===== config.mk =====
export PLATFORM = sky130hd
export DESIGN_NAME = vend_select_ctrl_flat
export DESIGN_NICKNAME = d
export VERILOG_FILES = /design/src/rtl/vend_select_ctrl_pkg.sv /design/src/rtl/vend_select_ctrl_if.sv /design/src/rtl/vend_select_ctrl_stock.sv /design/src/rtl/vend_select_ctrl.sv /design/src/flat_wrapper.sv
export SDC_FILE = /design/constraint.sdc
export NUM_CORES = 1
export LEC_CHECK = 0
export CAP_MARGIN = 25
export CELL_PAD_IN_SITES_DETAIL_PLACEMENT = 1
export CELL_PAD_IN_SITES_GLOBAL_PLACEMENT = 2
export CORE_MARGIN = 2
export CORE_UTILIZATION = 41
export DETAILED_ROUTE_END_ITERATION = 12
export PLACE_DENSITY_LB_ADDON = 0.1
export SLEW_MARGIN = 40
export SYNTH_ARGS = -nofsm -noshare
export SYNTH_HDL_FRONTEND = slang
export SYNTH_HIERARCHICAL = 1
export SYNTH_SLANG_ARGS = --single-unit

===== constraint.sdc =====
create_clock -name clk -period 5.9 [get_ports clk]
set_input_delay 1.18 -clock clk [delete_from_list [all_inputs] [get_ports clk]]
set_output_delay 1.18 -clock clk [all_outputs]
set_load 0.005 [all_outputs]

===== src/rtl/vend_select_ctrl_pkg.sv =====
// Shared definitions for the vending selection controller.
// Contents: FSM state encoding, coin codes with their credit-value decode,
// and the common widths (credit, row address, number of rows).
package vend_pkg;

  localparam int CREDIT_W = 8;
  localparam int ADDR_W   = 3;
  localparam int NUM_ROWS = 8;
  localparam int STOCK_W  = 4;

  typedef enum logic [1:0] {
    ST_IDLE     = 2'd0,
    ST_CHECK    = 2'd1,
    ST_DISPENSE = 2'd2,
    ST_CHANGE   = 2'd3
  } state_t;

  typedef enum logic [1:0] {
    COIN_1  = 2'b00,
    COIN_2  = 2'b01,
    COIN_5  = 2'b10,
    COIN_10 = 2'b11
  } coin_t;

  function automatic logic [CREDIT_W-1:0] coin_value(input coin_t code);
    case (code)
      COIN_1:  return 8'd1;
      COIN_2:  return 8'd2;
      COIN_5:  return 8'd5;
      default: return 8'd10;
    endcase
  endfunction

endpackage


===== src/rtl/vend_select_ctrl_if.sv =====
// Bus bundle between the vending front panel / supervisor and the
// selection controller.
//   master: drives coin/selection/cancel/restock strobes, observes results
//   slave : the controller (vend_select_ctrl)
interface vend_select_ctrl_if;
  import vend_pkg::*;

  logic                coin_valid;
  logic [1:0]          coin_code;
  logic                sel_valid;
  logic [ADDR_W-1:0]   sel_addr;
  logic                cancel;
  logic                restock_valid;
  logic [ADDR_W-1:0]   restock_addr;

  logic [ADDR_W-1:0]   addr;
  logic                row_en;
  logic                busy;
  logic [CREDIT_W-1:0] credit;
  logic                sold_out;
  logic                low_credit;
  logic                change_valid;
  logic [CREDIT_W-1:0] change_amount;
  logic                coin_reject;

  modport master (
    output coin_valid, coin_code, sel_valid, sel_addr, cancel,
           restock_valid, restock_addr,
    input  addr, row_en, busy, credit, sold_out, low_credit,
           change_valid, change_amount, coin_reject
  );

  modport slave (
    input  coin_valid, coin_code, sel_valid, sel_addr, cancel,
           restock_valid, restock_addr,
    output addr, row_en, busy, credit, sold_out, low_credit,
           change_valid, change_amount, coin_reject
  );

endinterface


===== src/rtl/vend_select_ctrl_stock.sv =====
// vend_stock_bank: eight 4-bit per-row stock counters.
// Ports:
//   clk, rst_n            clock, async active-low reset (loads STOCK_INIT)
//   i_rd_addr / o_rd_data combinational read of one row
//   i_dec_en / i_dec_addr decrement one row (caller guarantees count > 0)
//   i_restock_en / _addr  reload one row to STOCK_INIT
module vend_stock_bank
  import vend_pkg::*;
#(
  parameter int STOCK_INIT = 2
) (
  input  logic               clk,
  input  logic               rst_n,
  input  logic [ADDR_W-1:0]  i_rd_addr,
  output logic [STOCK_W-1:0] o_rd_data,
  input  logic               i_dec_en,
  input  logic [ADDR_W-1:0]  i_dec_addr,
  input  logic               i_restock_en,
  input  logic [ADDR_W-1:0]  i_restock_addr
);

  logic [STOCK_W-1:0] r_stock [NUM_ROWS];

  assign o_rd_data = r_stock[i_rd_addr];

  // Restock happens only in IDLE and decrement only in CHECK, so the two
  // writes never collide on the same cycle.
  always_ff @(posedge clk or negedge rst_n) begin
    if (!rst_n) begin
      for (int i = 0; i < NUM_ROWS; i++) r_stock[i] <= STOCK_W'(STOCK_INIT);
    end else begin
      if (i_restock_en) r_stock[i_restock_addr] <= STOCK_W'(STOCK_INIT);
      if (i_dec_en)     r_stock[i_dec_addr]     <= r_stock[i_dec_addr] - 1'b1;
    end
  end

endmodule


===== src/rtl/vend_select_ctrl.sv =====
// vend_select_ctrl: vending transaction controller feeding the 3-to-8 row
// decoder. Accumulates coin credit, latches a selection, checks stock and
// credit, holds row_en for DISPENSE_CYCLES and then returns change.
// Ports:
//   clk, rst_n  clock, async active-low reset
//   bus (slave) coin/selection/cancel/restock strobes in; row address,
//               row enable, busy, credit and result pulses out (all registered)
module vend_select_ctrl
  import vend_pkg::*;
#(
  parameter int PRICE           = 15,
  parameter int STOCK_INIT      = 2,
  parameter int DISPENSE_CYCLES = 4,
  parameter int CREDIT_MAX      = 255
) (
  input  logic          clk,
  input  logic          rst_n,
  vend_select_ctrl_if.slave bus
);

  localparam logic [7:0] CNT_LOAD = 8'(DISPENSE_CYCLES - 1);

  state_t              r_state, w_state_nxt;
  logic [CREDIT_W-1:0] r_credit, w_credit_nxt;
  logic [ADDR_W-1:0]   r_addr, w_addr_nxt;
  logic [7:0]          r_cnt, w_cnt_nxt;
  logic                r_row_en, w_row_en_nxt;
  logic                r_busy;
  logic                r_sold_out, w_sold_out_nxt;
  logic                r_low_credit, w_low_credit_nxt;
  logic                r_change_valid, w_change_valid_nxt;
  logic [CREDIT_W-1:0] r_change_amount, w_change_amount_nxt;
  logic                r_coin_reject, w_coin_reject_nxt;
  logic                w_dec_en, w_restock_en;
  logic [STOCK_W-1:0]  w_stock_rd;

  function automatic logic [CREDIT_W-1:0] sat_add(input logic [CREDIT_W-1:0] a,
                                                  input logic [CREDIT_W-1:0] b);
    logic [CREDIT_W:0] sum;
    sum = {1'b0, a} + {1'b0, b};
    return (sum > (CREDIT_W+1)'(CREDIT_MAX)) ? CREDIT_W'(CREDIT_MAX) : sum[CREDIT_W-1:0];
  endfunction

  vend_stock_bank #(.STOCK_INIT(STOCK_INIT)) u_stock (
    .clk           (clk),
    .rst_n         (rst_n),
    .i_rd_addr     (r_addr),
    .o_rd_data     (w_stock_rd),
    .i_dec_en      (w_dec_en),
    .i_dec_addr    (r_addr),
    .i_restock_en  (w_restock_en),
    .i_restock_addr(bus.restock_addr)
  );

  always_comb begin
    w_state_nxt         = r_state;
    w_credit_nxt        = r_credit;
    w_addr_nxt          = r_addr;
    w_cnt_nxt           = r_cnt;
    w_row_en_nxt        = 1'b0;
    w_sold_out_nxt      = 1'b0;
    w_low_credit_nxt    = 1'b0;
    w_change_valid_nxt  = 1'b0;
    w_change_amount_nxt = '0;
    w_coin_reject_nxt   = bus.coin_valid && (r_state != ST_IDLE);
    w_dec_en            = 1'b0;
    w_restock_en        = 1'b0;

    case (r_state)
      ST_IDLE: begin
        w_restock_en = bus.restock_valid;
        if (bus.coin_valid)
          w_credit_nxt = sat_add(r_credit, coin_value(coin_t'(bus.coin_code)));
        // Cancel blocks a same-cycle selection even when there is nothing to refund.
        if (bus.cancel) begin
          if (r_credit != '0) w_state_nxt = ST_CHANGE;
        end else if (bus.sel_valid) begin
          w_addr_nxt  = bus.sel_addr;
          w_state_nxt = ST_CHECK;
        end
      end
      ST_CHECK: begin
        w_state_nxt = ST_IDLE;
        if (w_stock_rd == '0) begin
          w_sold_out_nxt = 1'b1;
        end else if (r_credit < CREDIT_W'(PRICE)) begin
          w_low_credit_nxt = 1'b1;
        end else begin
          w_credit_nxt = r_credit - CREDIT_W'(PRICE);
          w_dec_en     = 1'b1;
          w_cnt_nxt    = CNT_LOAD;
          w_row_en_nxt = 1'b1;
          w_state_nxt  = ST_DISPENSE;
        end
      end
      ST_DISPENSE: begin
        // row_en was raised on entry; keep it for the remaining count.
        if (r_cnt == '0) begin
          w_state_nxt = (r_credit != '0) ? ST_CHANGE : ST_IDLE;
        end else begin
          w_cnt_nxt    = r_cnt - 1'b1;
          w_row_en_nxt = 1'b1;
        end
      end
      ST_CHANGE: begin
        w_change_valid_nxt  = 1'b1;
        w_change_amount_nxt = r_credit;
        w_credit_nxt        = '0;
        w_state_nxt         = ST_IDLE;
      end
      default: w_state_nxt = ST_IDLE;
    endcase
  end

  always_ff @(posedge clk or negedge rst_n) begin
    if (!rst_n) begin
      r_state         <= ST_IDLE;
      r_credit        <= '0;
      r_addr          <= '0;
      r_cnt           <= '0;
      r_row_en        <= 1'b0;
      r_busy          <= 1'b0;
      r_sold_out      <= 1'b0;
      r_low_credit    <= 1'b0;
      r_change_valid  <= 1'b0;
      r_change_amount <= '0;
      r_coin_reject   <= 1'b0;
    end else begin
      r_state         <= w_state_nxt;
      r_credit        <= w_credit_nxt;
      r_addr          <= w_addr_nxt;
      r_cnt           <= w_cnt_nxt;
      r_row_en        <= w_row_en_nxt;
      r_busy          <= (w_state_nxt != ST_IDLE);
      r_sold_out      <= w_sold_out_nxt;
      r_low_credit    <= w_low_credit_nxt;
      r_change_valid  <= w_change_valid_nxt;
      r_change_amount <= w_change_amount_nxt;
      r_coin_reject   <= w_coin_reject_nxt;
    end
  end

  assign bus.addr          = r_addr;
  assign bus.row_en        = r_row_en;
  assign bus.busy          = r_busy;
  assign bus.credit        = r_credit;
  assign bus.sold_out      = r_sold_out;
  assign bus.low_credit    = r_low_credit;
  assign bus.change_valid  = r_change_valid;
  assign bus.change_amount = r_change_amount;
  assign bus.coin_reject   = r_coin_reject;

endmodule


===== src/flat_wrapper.sv =====
// flat-port wrapper written by rule: the top's interface ports become plain ports
module vend_select_ctrl_flat import vend_pkg::*;
#(
  parameter int PRICE           = 15,
  parameter int STOCK_INIT      = 2,
  parameter int DISPENSE_CYCLES = 4,
  parameter int CREDIT_MAX      = 255
)
  (clk, rst_n, bus_coin_valid, bus_coin_code, bus_sel_valid, bus_sel_addr, bus_cancel, bus_restock_valid, bus_restock_addr, bus_addr, bus_row_en, bus_busy, bus_credit, bus_sold_out, bus_low_credit, bus_change_valid, bus_change_amount, bus_coin_reject);
  vend_select_ctrl_if bus_i ();
  input  logic clk;
  input  logic rst_n;
  input wire logic [$bits(bus_i.coin_valid)-1:0] bus_coin_valid;
  input wire logic [$bits(bus_i.coin_code)-1:0] bus_coin_code;
  input wire logic [$bits(bus_i.sel_valid)-1:0] bus_sel_valid;
  input wire logic [$bits(bus_i.sel_addr)-1:0] bus_sel_addr;
  input wire logic [$bits(bus_i.cancel)-1:0] bus_cancel;
  input wire logic [$bits(bus_i.restock_valid)-1:0] bus_restock_valid;
  input wire logic [$bits(bus_i.restock_addr)-1:0] bus_restock_addr;
  output wire logic [$bits(bus_i.addr)-1:0] bus_addr;
  output wire logic [$bits(bus_i.row_en)-1:0] bus_row_en;
  output wire logic [$bits(bus_i.busy)-1:0] bus_busy;
  output wire logic [$bits(bus_i.credit)-1:0] bus_credit;
  output wire logic [$bits(bus_i.sold_out)-1:0] bus_sold_out;
  output wire logic [$bits(bus_i.low_credit)-1:0] bus_low_credit;
  output wire logic [$bits(bus_i.change_valid)-1:0] bus_change_valid;
  output wire logic [$bits(bus_i.change_amount)-1:0] bus_change_amount;
  output wire logic [$bits(bus_i.coin_reject)-1:0] bus_coin_reject;
  assign bus_i.coin_valid = bus_coin_valid;
  assign bus_i.coin_code = bus_coin_code;
  assign bus_i.sel_valid = bus_sel_valid;
  assign bus_i.sel_addr = bus_sel_addr;
  assign bus_i.cancel = bus_cancel;
  assign bus_i.restock_valid = bus_restock_valid;
  assign bus_i.restock_addr = bus_restock_addr;
  assign bus_addr = bus_i.addr;
  assign bus_row_en = bus_i.row_en;
  assign bus_busy = bus_i.busy;
  assign bus_credit = bus_i.credit;
  assign bus_sold_out = bus_i.sold_out;
  assign bus_low_credit = bus_i.low_credit;
  assign bus_change_valid = bus_i.change_valid;
  assign bus_change_amount = bus_i.change_amount;
  assign bus_coin_reject = bus_i.coin_reject;
  vend_select_ctrl #(.PRICE(PRICE), .STOCK_INIT(STOCK_INIT), .DISPENSE_CYCLES(DISPENSE_CYCLES), .CREDIT_MAX(CREDIT_MAX)) u_core (.clk(clk), .rst_n(rst_n), .bus(bus_i));
endmodule

== Yosys cells after proc, flatten, opt, wreduce, memory -nomap -nowiden ==
Index checks and enable logic that the tools add are counted.
Cells by class
  eq/ne operators: 9
  order comparisons: 6
  $add $sub $neg: 4
  reduce and logical (&&, ||, !) cells: 15
  shift operators: 0
  muxes and demuxes: 43
  bitwise logic cells: 6
  div/mod/pow operators: 0
  multiply operators: 0
Operators with widths (count)
  $mux 8: 10
  $mux 32: 2
  $bwmux 32: 1
  $and 24x24->24: 1
  $demux 4 s3: 2
  $not 24->24: 1
  $pmux 8 s3: 1
  $mux 4: 4
  $pmux 8 s2: 1
  $mux 2: 7
  $bmux 4 s3: 1
  $pmux 4 s3: 1
  $mux 1: 11
  $add 8x8->9: 1
  $gt 9x8->1 const B: 1
  $ge 4x4->1 const B: 2
  $logic_not 8->1: 1
  $lt 4x1->1 const B: 2
  $lt 8x4->1 const B: 1
  $ne 2x2->1 const B: 4
  $not 3->4: 2
  $or 8x8->8: 1
  $pmux 2 s4: 1
  $reduce_and 4->1: 2
  other kinds (14): 22
Storage, ports and cells
  RAM bits: 0
  output and inout bits: 25
  bits in latches: 0
  flip-flop bits (word level): 67
  memory bits (read-only): 0
  memories kept: 0

== Logic depth before layout (Yosys ltp) ==
Gate-level depths: netlist of run 1.
  depth in word-level cells: 10
  depth in mapped cells: 12
  mapped depth without buffers: 10

== Hierarchy ==
Netlist of run 1, hierarchy kept.
Modules (own cells, without submodules)
  vend_select_ctrl: sequential area each 875.8 um^2, cells each 216, area each 2077.0 um^2, times used 1
  vend_stock_bank: sequential area each 810.8 um^2, cells each 158, area each 1893.1 um^2, times used 1

== Worst setup path before layout of run 1 ==
Ideal clock, no wire load.
  path kind: reg-to-reg
  start point: register u_core.r_addr[0], in the netlist u_core/bus.addr[0]
  end point: register u_core/u_stock/r_stock[18] (netlist bit)
  required time: 5.804 ns
  path buffers: 2
  clock period less this slack: 3.210 ns
  stages on the path, launching flop included: 12
  slack: 2.690 ns
  setup time: 0.096 ns
  data arrival time: 3.114 ns
  cells stage by stage: dfrtp_1 -> clkbuf_1 -> mux4_2 -> mux2_2 -> nor4_2 -> a211oi_4 -> nand2b_1 -> clkbuf_1 -> nor2_1 -> a31oi_1 -> nand2_1 -> o31ai_1
On the way
  word-level cells in the longest chain between the ends: 8
  elaborated cells between the ends (all ways): 15
  those cells by class: 1 x add/sub; 2 x order compare; 9 x mux; 1 x bitwise; 2 x reduce/logical
RTL lines
  start: declaration: RTL line vend_select_ctrl.sv:25  | logic [ADDR_W-1:0] r_addr, w_addr_nxt;
  start signal: assignment: RTL line vend_select_ctrl.sv:131  | r_addr <= w_addr_nxt;
  $not 3->4 (not written as such): RTL line vend_select_ctrl_stock.sv:24  | assign o_rd_data = r_stock[i_rd_addr];
  $bmux 4 s3: RTL line vend_select_ctrl_stock.sv:24
  $mux 4 (not written as such) (2 in series): RTL line vend_select_ctrl_stock.sv:24
  via u_core.w_stock_rd[0]: RTL line vend_select_ctrl.sv:35  | logic [STOCK_W-1:0] w_stock_rd;
  $logic_not 4->1: RTL line vend_select_ctrl.sv:84  | if (w_stock_rd == '0) begin
  $mux 1: RTL line vend_select_ctrl.sv:84
  $mux 1: RTL line vend_select_ctrl.sv:69  | case (r_state)
  via u_core.w_dec_en: RTL line vend_select_ctrl.sv:34  | logic w_dec_en, w_restock_en;
  $mux 32: RTL line vend_select_ctrl_stock.sv:33  | if (i_dec_en) r_stock[i_dec_addr] <= r_stock[i_dec_addr] - 1'b1;
  end signal: indexed assignment: RTL line vend_select_ctrl_stock.sv:32  | if (i_restock_en) r_stock[i_restock_addr] <= STOCK_W'(STOCK_INIT);
  end signal: indexed assignment: RTL line vend_select_ctrl_stock.sv:33
  end: declaration: RTL line vend_select_ctrl_stock.sv:22  | logic [STOCK_W-1:0] r_stock [NUM_ROWS];
The timed path passes the listed nets, and every way through them passes these cells. The select of a mux whose other input is x is not followed.
A chain may end at the register's enable or synchronous reset.

== Worst setup path after layout of run 1 ==
  start point: register u_core.r_addr[0], in the netlist u_core/bus.addr[0]
  end point: register u_core/u_stock/r_stock[15] (netlist bit)
Same word-level chain as after synthesis.

==> flow_summary.toml, run 1 <==
[run_status]
status = "finished, final reports clean"

[critical_path]
slowest_delay_ns = 0.72
critical_path_peak_fanout = 25
cp.arrival_ns = 4.11
cp-end-kind = "flip-flop"
critPathBufInv = 1
critPathKind = "reg -> reg"
cp_cell_sequence = "buf_4 -> mux4_2 -> o21ai_0 -> nor4_2 -> a211oi_4 -> nand2_1 -> nor3_1 -> a31oi_1 -> a32o_1"
worstPathRequired_ns = 6.14
crit_slowest_cell = "dfrtp_2"
critPathLaunchType = "flip-flop"
crit_family = "compound AO/OA/AOI/OAI gates"

[routing]
drt_iter0_drc = 91
wl_per_cell_um = 19.7
dr.pass1.iters = 4
wl_um = 10700
viasPerCell = 5.87
drcViolationCount = 0
vias = 3197
ant_nets = 0

[synthesis]
ys_ff_latch = 67
syn_area_um2 = 3970
seq_area_frac_synth_pct = 42.5
netlist_instances = 374
synthDistinctLibCells = 69
synth_ff_type = "dfrtp_1"
avgSynthCellArea_um2 = 10.6
yosysWarnings = 6
synth_edf_count = 0
syn-num-nets = 403
async_flop_share_pct = 100

[final_layout]
nets = 440
layout.cells.non_filler = 545
antenna_cells = 0
layout_common_cells = "57 x dfrtp_1, 37 x clkdlybuf4s50_1, 26 x nor2_1"
final_common_cell = "dfrtp_1"
postLayoutCoreUtil_pct = 50.0
fin_area_um2 = 4660
n_fill_cell = 1038
areaGrowthSynthToFinish_pct = 17.5
layout-drive-gt1-share_pct = 14.9

[floorplan]
io_pins = 39
initial_core_util_pct = 42.6
fp.dieW_um = 102
core_area_um2 = 9330
die_y_um = 102
num_rows = 35
die-area_um2 = 10500

[worst_hold_path]
hp-class = "reg -> reg"

[placed_design]
dpl_cell_area_um2 = 4460
portBuffers = 38
routabilityCongestion = 0.764
dp.cells = 529
dp_hpwl_um = 7750

[clock_network]
ctsHtreeMaxLevel = 3
cts_hold_buf = 0
cts.repair.resized = 0
postCtsSetupRepairBufs = 0
cts_sinks = 67
cts_inserted_buffers = 9
cts_root_buf = "clkbuf_8"
worstSkewPairLatency_ns = 0.35
path_clk_slew_ns = 0.08
cts_tree = "built"
cts_buffer_depth = 2

[power_and_ir_drop]
power_density_nw_per_um2 = 598
peakVddDrop_mv = 0.342
p_leak_nw = 1.98

[timing]
finalMaxSlewViolations = 0
grt_setup_unrepaired = "no"
setup_viol_count_final = 0
fin_setup_tns_ns = 0
slew_headroom_pct = 41.9
tightest_slew_ns = 0.865
hold_violations = 0
max_freq_mhz = 258
fin_crit_ns = 3.88
skew_ns = 0.00940
period_share_pct = 65.7

[global_routing]
grt_max_degree = 68
grt_overflow = 0
grt.total_usage_pct = 22.7
grt_pass1_wl_um = 18100
antenna_found_initial = 0
grt_pass1_vias = 3417

[run]
max-cap-violations = 0
[final cells by class]
type                            count  area [µm²]  area share (%)
Clock buffer                       10         138            2.95
Clock inverter                      6        63.8            1.37
Inverter                           25        93.8            2.01
Multi-Input combinational cell    268        2120            45.5
Sequential cell                    67        1690            36.2
Tap cell                          129         161            3.46
Timing Repair Buffer               40         394            8.45
[sequential cells by signal, indices dropped and copies added (netlist names)]
register and cells:
u_core/bus.addr 3, u_core/bus.busy 1, u_core/bus.change_amount 8, u_core/bus.change_valid 1, u_core/bus.coin_reject 1, u_core/bus.credit 8
u_core/bus.low_credit 1, u_core/bus.row_en 1, u_core/bus.sold_out 1, u_core/r_cnt 8, u_core/r_state 2, u_core/u_stock/r_stock 32
[where the power goes]
group	switching [mW]	total [mW]	internal [mW]
registers	0.291	0.951	0.661
logic	0.776	1.44	0.667
clock network	0.190	0.397	0.207
total	1.26	2.79	1.53
[cell usage after synthesis (all sizes together) (4+ instances only)]
cell     n  area [µm²]
dfrtp   59        1480
nor2    26        97.6
inv     25        93.8
nand2   21        78.8
a21oi   20         100
ha      14         175
nand3   13        75.1
o21ai   13        80.1
and2    12        75.1
mux4    12         270
a22o    10        87.6
a22oi    9        67.6
clkbuf   9        35.0
mux2     9         101
a31oi    8        50.1
a32o     8        80.1
dfstp    8         210
nor2b    8        50.1
mux2i    7        86.3
o31ai    7        52.6
nand2b   6        37.5
a41oi    5        43.8
buf      5        31.3
nor3     5        25.0
nor4     5        52.6
and3     4        25.0
o211ai   4        43.8
xor2     4        35.0
[worst paths after layout]
| kind | start | to | slack (ns) | depth (start not counted) |
|---|---|---|---|---|
| worst max-delay path | u_core/bus.addr[0] | u_core/u_stock/r_stock[15] | 2.02 | 9 |
| worst min-delay path | u_core/r_cnt[0] | u_core/r_cnt[0] | 0.48 | 1 |
| worst max register to register | u_core/bus.addr[0] | u_core/u_stock/r_stock[15] | 2.02 | 9 |
| worst min register to register | u_core/r_cnt[0] | u_core/r_cnt[0] | 0.48 | 1 |
| max in group asynchronous | rst_n | u_core/bus.credit[6] | 4.55 | 2 |
| min in group asynchronous | rst_n | u_core/bus.addr[1] | 0.90 | 2 |
[metrics by stage]
stage	power [mW]	worst slack [ns]	hold WS, ns
finish	2.79	2.02	0.482
CTS	2.81	2.04	0.489
global placement	2.37	1.76	0.474
global route	3.01	1.74	0.505
floorplan	1.90	2.69	0.447
detailed placement	2.40	2.09	0.478
[metal layers]
metal	vias to the layer above	share of wire [%]	routed length [µm]	global-route usage (%)
met2	71	50	5350	38.1
met3	16	3.1	330	4.24
li1	1495	-	-	-
met1	1615	45	4870	30.0
met4	0	1.8	193	6.56
met5	-	0	0	0
[cells by family (layout without fill, tap and decap cells)]
family          count (synthesis)  count (layout)  synth area share (%)
buf+inv                        39              81                  4.03
fa+ha+maj                      15              15                  4.92
compound gates                110             110                  21.1
flops                          67              67                  42.5
xor+xnor                        5               5                  1.10
mux                            28              28                  11.5
simple gates                  110             110                  14.8
Note: power is estimated with default switching activity, not from simulation.
==> run 2: changes to the inputs <==
Settings changed: CORE_UTILIZATION 41 to 34.
Clock period 5.9 ns to 3.3 ns, I/O delays scaled along.
==> run 2 against run 1 <==
- sequential cell count did not move
- largest cell class unchanged
- combinational power rose by 98%
- non-clock buffer count rose by 12
==> flow_summary.toml, run 2 (same netlist as run 1, synthesis figures left out) <==
[run_status]
status = "finished, final reports clean"

[final_layout]
layout-drive-gt1-share_pct = 17.3
layout_common_cells = "58 x dfrtp_1, 37 x clkdlybuf4s50_1, 26 x nor2_1"
areaGrowthSynthToFinish_pct = 23.3
final_common_cell = "dfrtp_1"
antenna_cells = 0
regMostFlops = "u_core/u_stock/r_stock"
nets = 452
fin_area_um2 = 4890
largest_reg_flops = 32

[power_and_ir_drop]
p_leak_nw = 2.09
pwr-share-clk_pct = 17.2
p_comb_share_pct = 52.7
peakVddDrop_mv = 0.484
intPower_mw = 3.06
p_sw_share_pct = 43.3
power_density_nw_per_um2 = 1100
p_switching_mw = 2.34
p_total_mw = 5.41
seqPwrFrac_pct = 30.1

[critical_path]
crit_slowest_cell = "mux4_2"
critPathKind = "reg -> reg"
critPathLaunchType = "flip-flop"
critPathBufInv = 2
critical_path_peak_fanout = 19
r2r_slack_ns = 0.22
crit_family = "compound AO/OA/AOI/OAI gates"
slowest_delay_ns = 0.52
cp_cell_sequence = "buf_12 -> mux4_2 -> o21ai_0 -> nor4_2 -> a211oi_4 -> nand2b_1 -> nor3_1 -> a21oi_1 -> buf_4 -> a32o_1"
worstPathRequired_ns = 3.52
cp-end-kind = "flip-flop"
cp.arrival_ns = 3.30

[routing]
drt_iter0_drc = 175
wl_um = 11800
wl_per_cell_um = 20.7
vias = 3288
ant_nets = 0
viasPerCell = 5.76
dr.pass1.iters = 4
drcViolationCount = 0

[global_routing]
antenna_found_initial = 0
grt_pass1_wl_um = 19800
grt.total_usage_pct = 20.1
grt_max_degree = 40
grt_pass1_vias = 3557
grt_overflow = 0

[clock_network]
worstSkewPairLatency_ns = 0.34
cts_root_buf = "clkbuf_16"
cts_buffer_depth = 2
cts_inserted_buffers = 9
ctsHtreeMaxLevel = 3
cts_hold_buf = 0
cts_sinks = 67
cts.repair.resized = 0
postCtsSetupRepairBufs = 0
path_clk_slew_ns = 0.06
cts_tree = "built"

[placed_design]
dpl_cell_area_um2 = 4590
dp_hpwl_um = 8610
routabilityCongestion = 0.792
pre_cts_slack_ns = 0.134
portBuffers = 38

[timing]
period_share_pct = 93.4
grt_setup_unrepaired = "no"
tightest_slew_ns = 0.761
skew_ns = 0.00478
hold_violations = 0
setup_slack_ns = 0.219
setup_viol_count_final = 0
max_freq_mhz = 325
slew_headroom_pct = 48.9
finalMaxSlewViolations = 0
fin_setup_tns_ns = 0
fin_crit_ns = 3.08

[floorplan]
initial_core_util_pct = 34.8
num_rows = 39
die_y_um = 112
die-area_um2 = 12600
core_area_um2 = 11400
fp.dieW_um = 112
io_pins = 39

[worst_hold_path]
hp-class = "in -> async"

[run]
max-cap-violations = 0
[run 2: power groups by stage]
stage	Sequential (mW)	Clock, mW	Combinational [mW]
finish	1.63	0.930	2.85
global route	1.69	0.990	3.16
CTS	1.63	0.958	2.87
detailed placement	1.64	0	2.85
global placement	1.64	0	2.84
floorplan	1.44	0	1.96
[run 2: routing by layer]
| metal | vias up | share of wire [%] | track usage (%) |
|---|---|---|---|
| li1 | 1511 | - | - |
| met3 | 32 | 3.6 | 5.02 |
| met1 | 1682 | 44 | 25.6 |
| met2 | 63 | 49 | 32.7 |
| met4 | 0 | 3.2 | 8.70 |
| met5 | - | 0 | 0 |
[run 2: path summary, 6_finish.rpt]
path | endpoint | depth (start not counted) | start
max in group asynchronous | u_core/u_stock/r_stock[5] | 2 | rst_n
setup / recovery | u_core/u_stock/r_stock[31] | 10 | u_core/bus.addr[0]
min in group clk | u_core/u_stock/r_stock[13] | 2 | u_core/u_stock/r_stock[13]
setup reg to reg | u_core/u_stock/r_stock[31] | 10 | u_core/bus.addr[0]
hold / removal | u_core/u_stock/r_stock[14] | 1 | rst_n
hold reg to reg | u_core/u_stock/r_stock[13] | 2 | u_core/u_stock/r_stock[13]
[run 2: layout make-up]
type                    count  area, µm²
inverters                  25       93.8
multi-input cells         268       2140
well taps                 143        179
clock inverters             2       10.0
flip-flops and latches     67       1690
repair buffers             52        508
fillers                  1285       6520
clock buffers              14        274
[run 2: per-stage QoR]
step	hold WS (ns)	cells	util (%)
3_3_place_gp	0.476	555	40.2
5_1_grt	0.297	571	42.9
6_report	0.266	571	42.9
4_1_cts	0.421	571	42.7
3_5_place_dp	0.482	555	40.2
2_1_floorplan	0.364	374	-
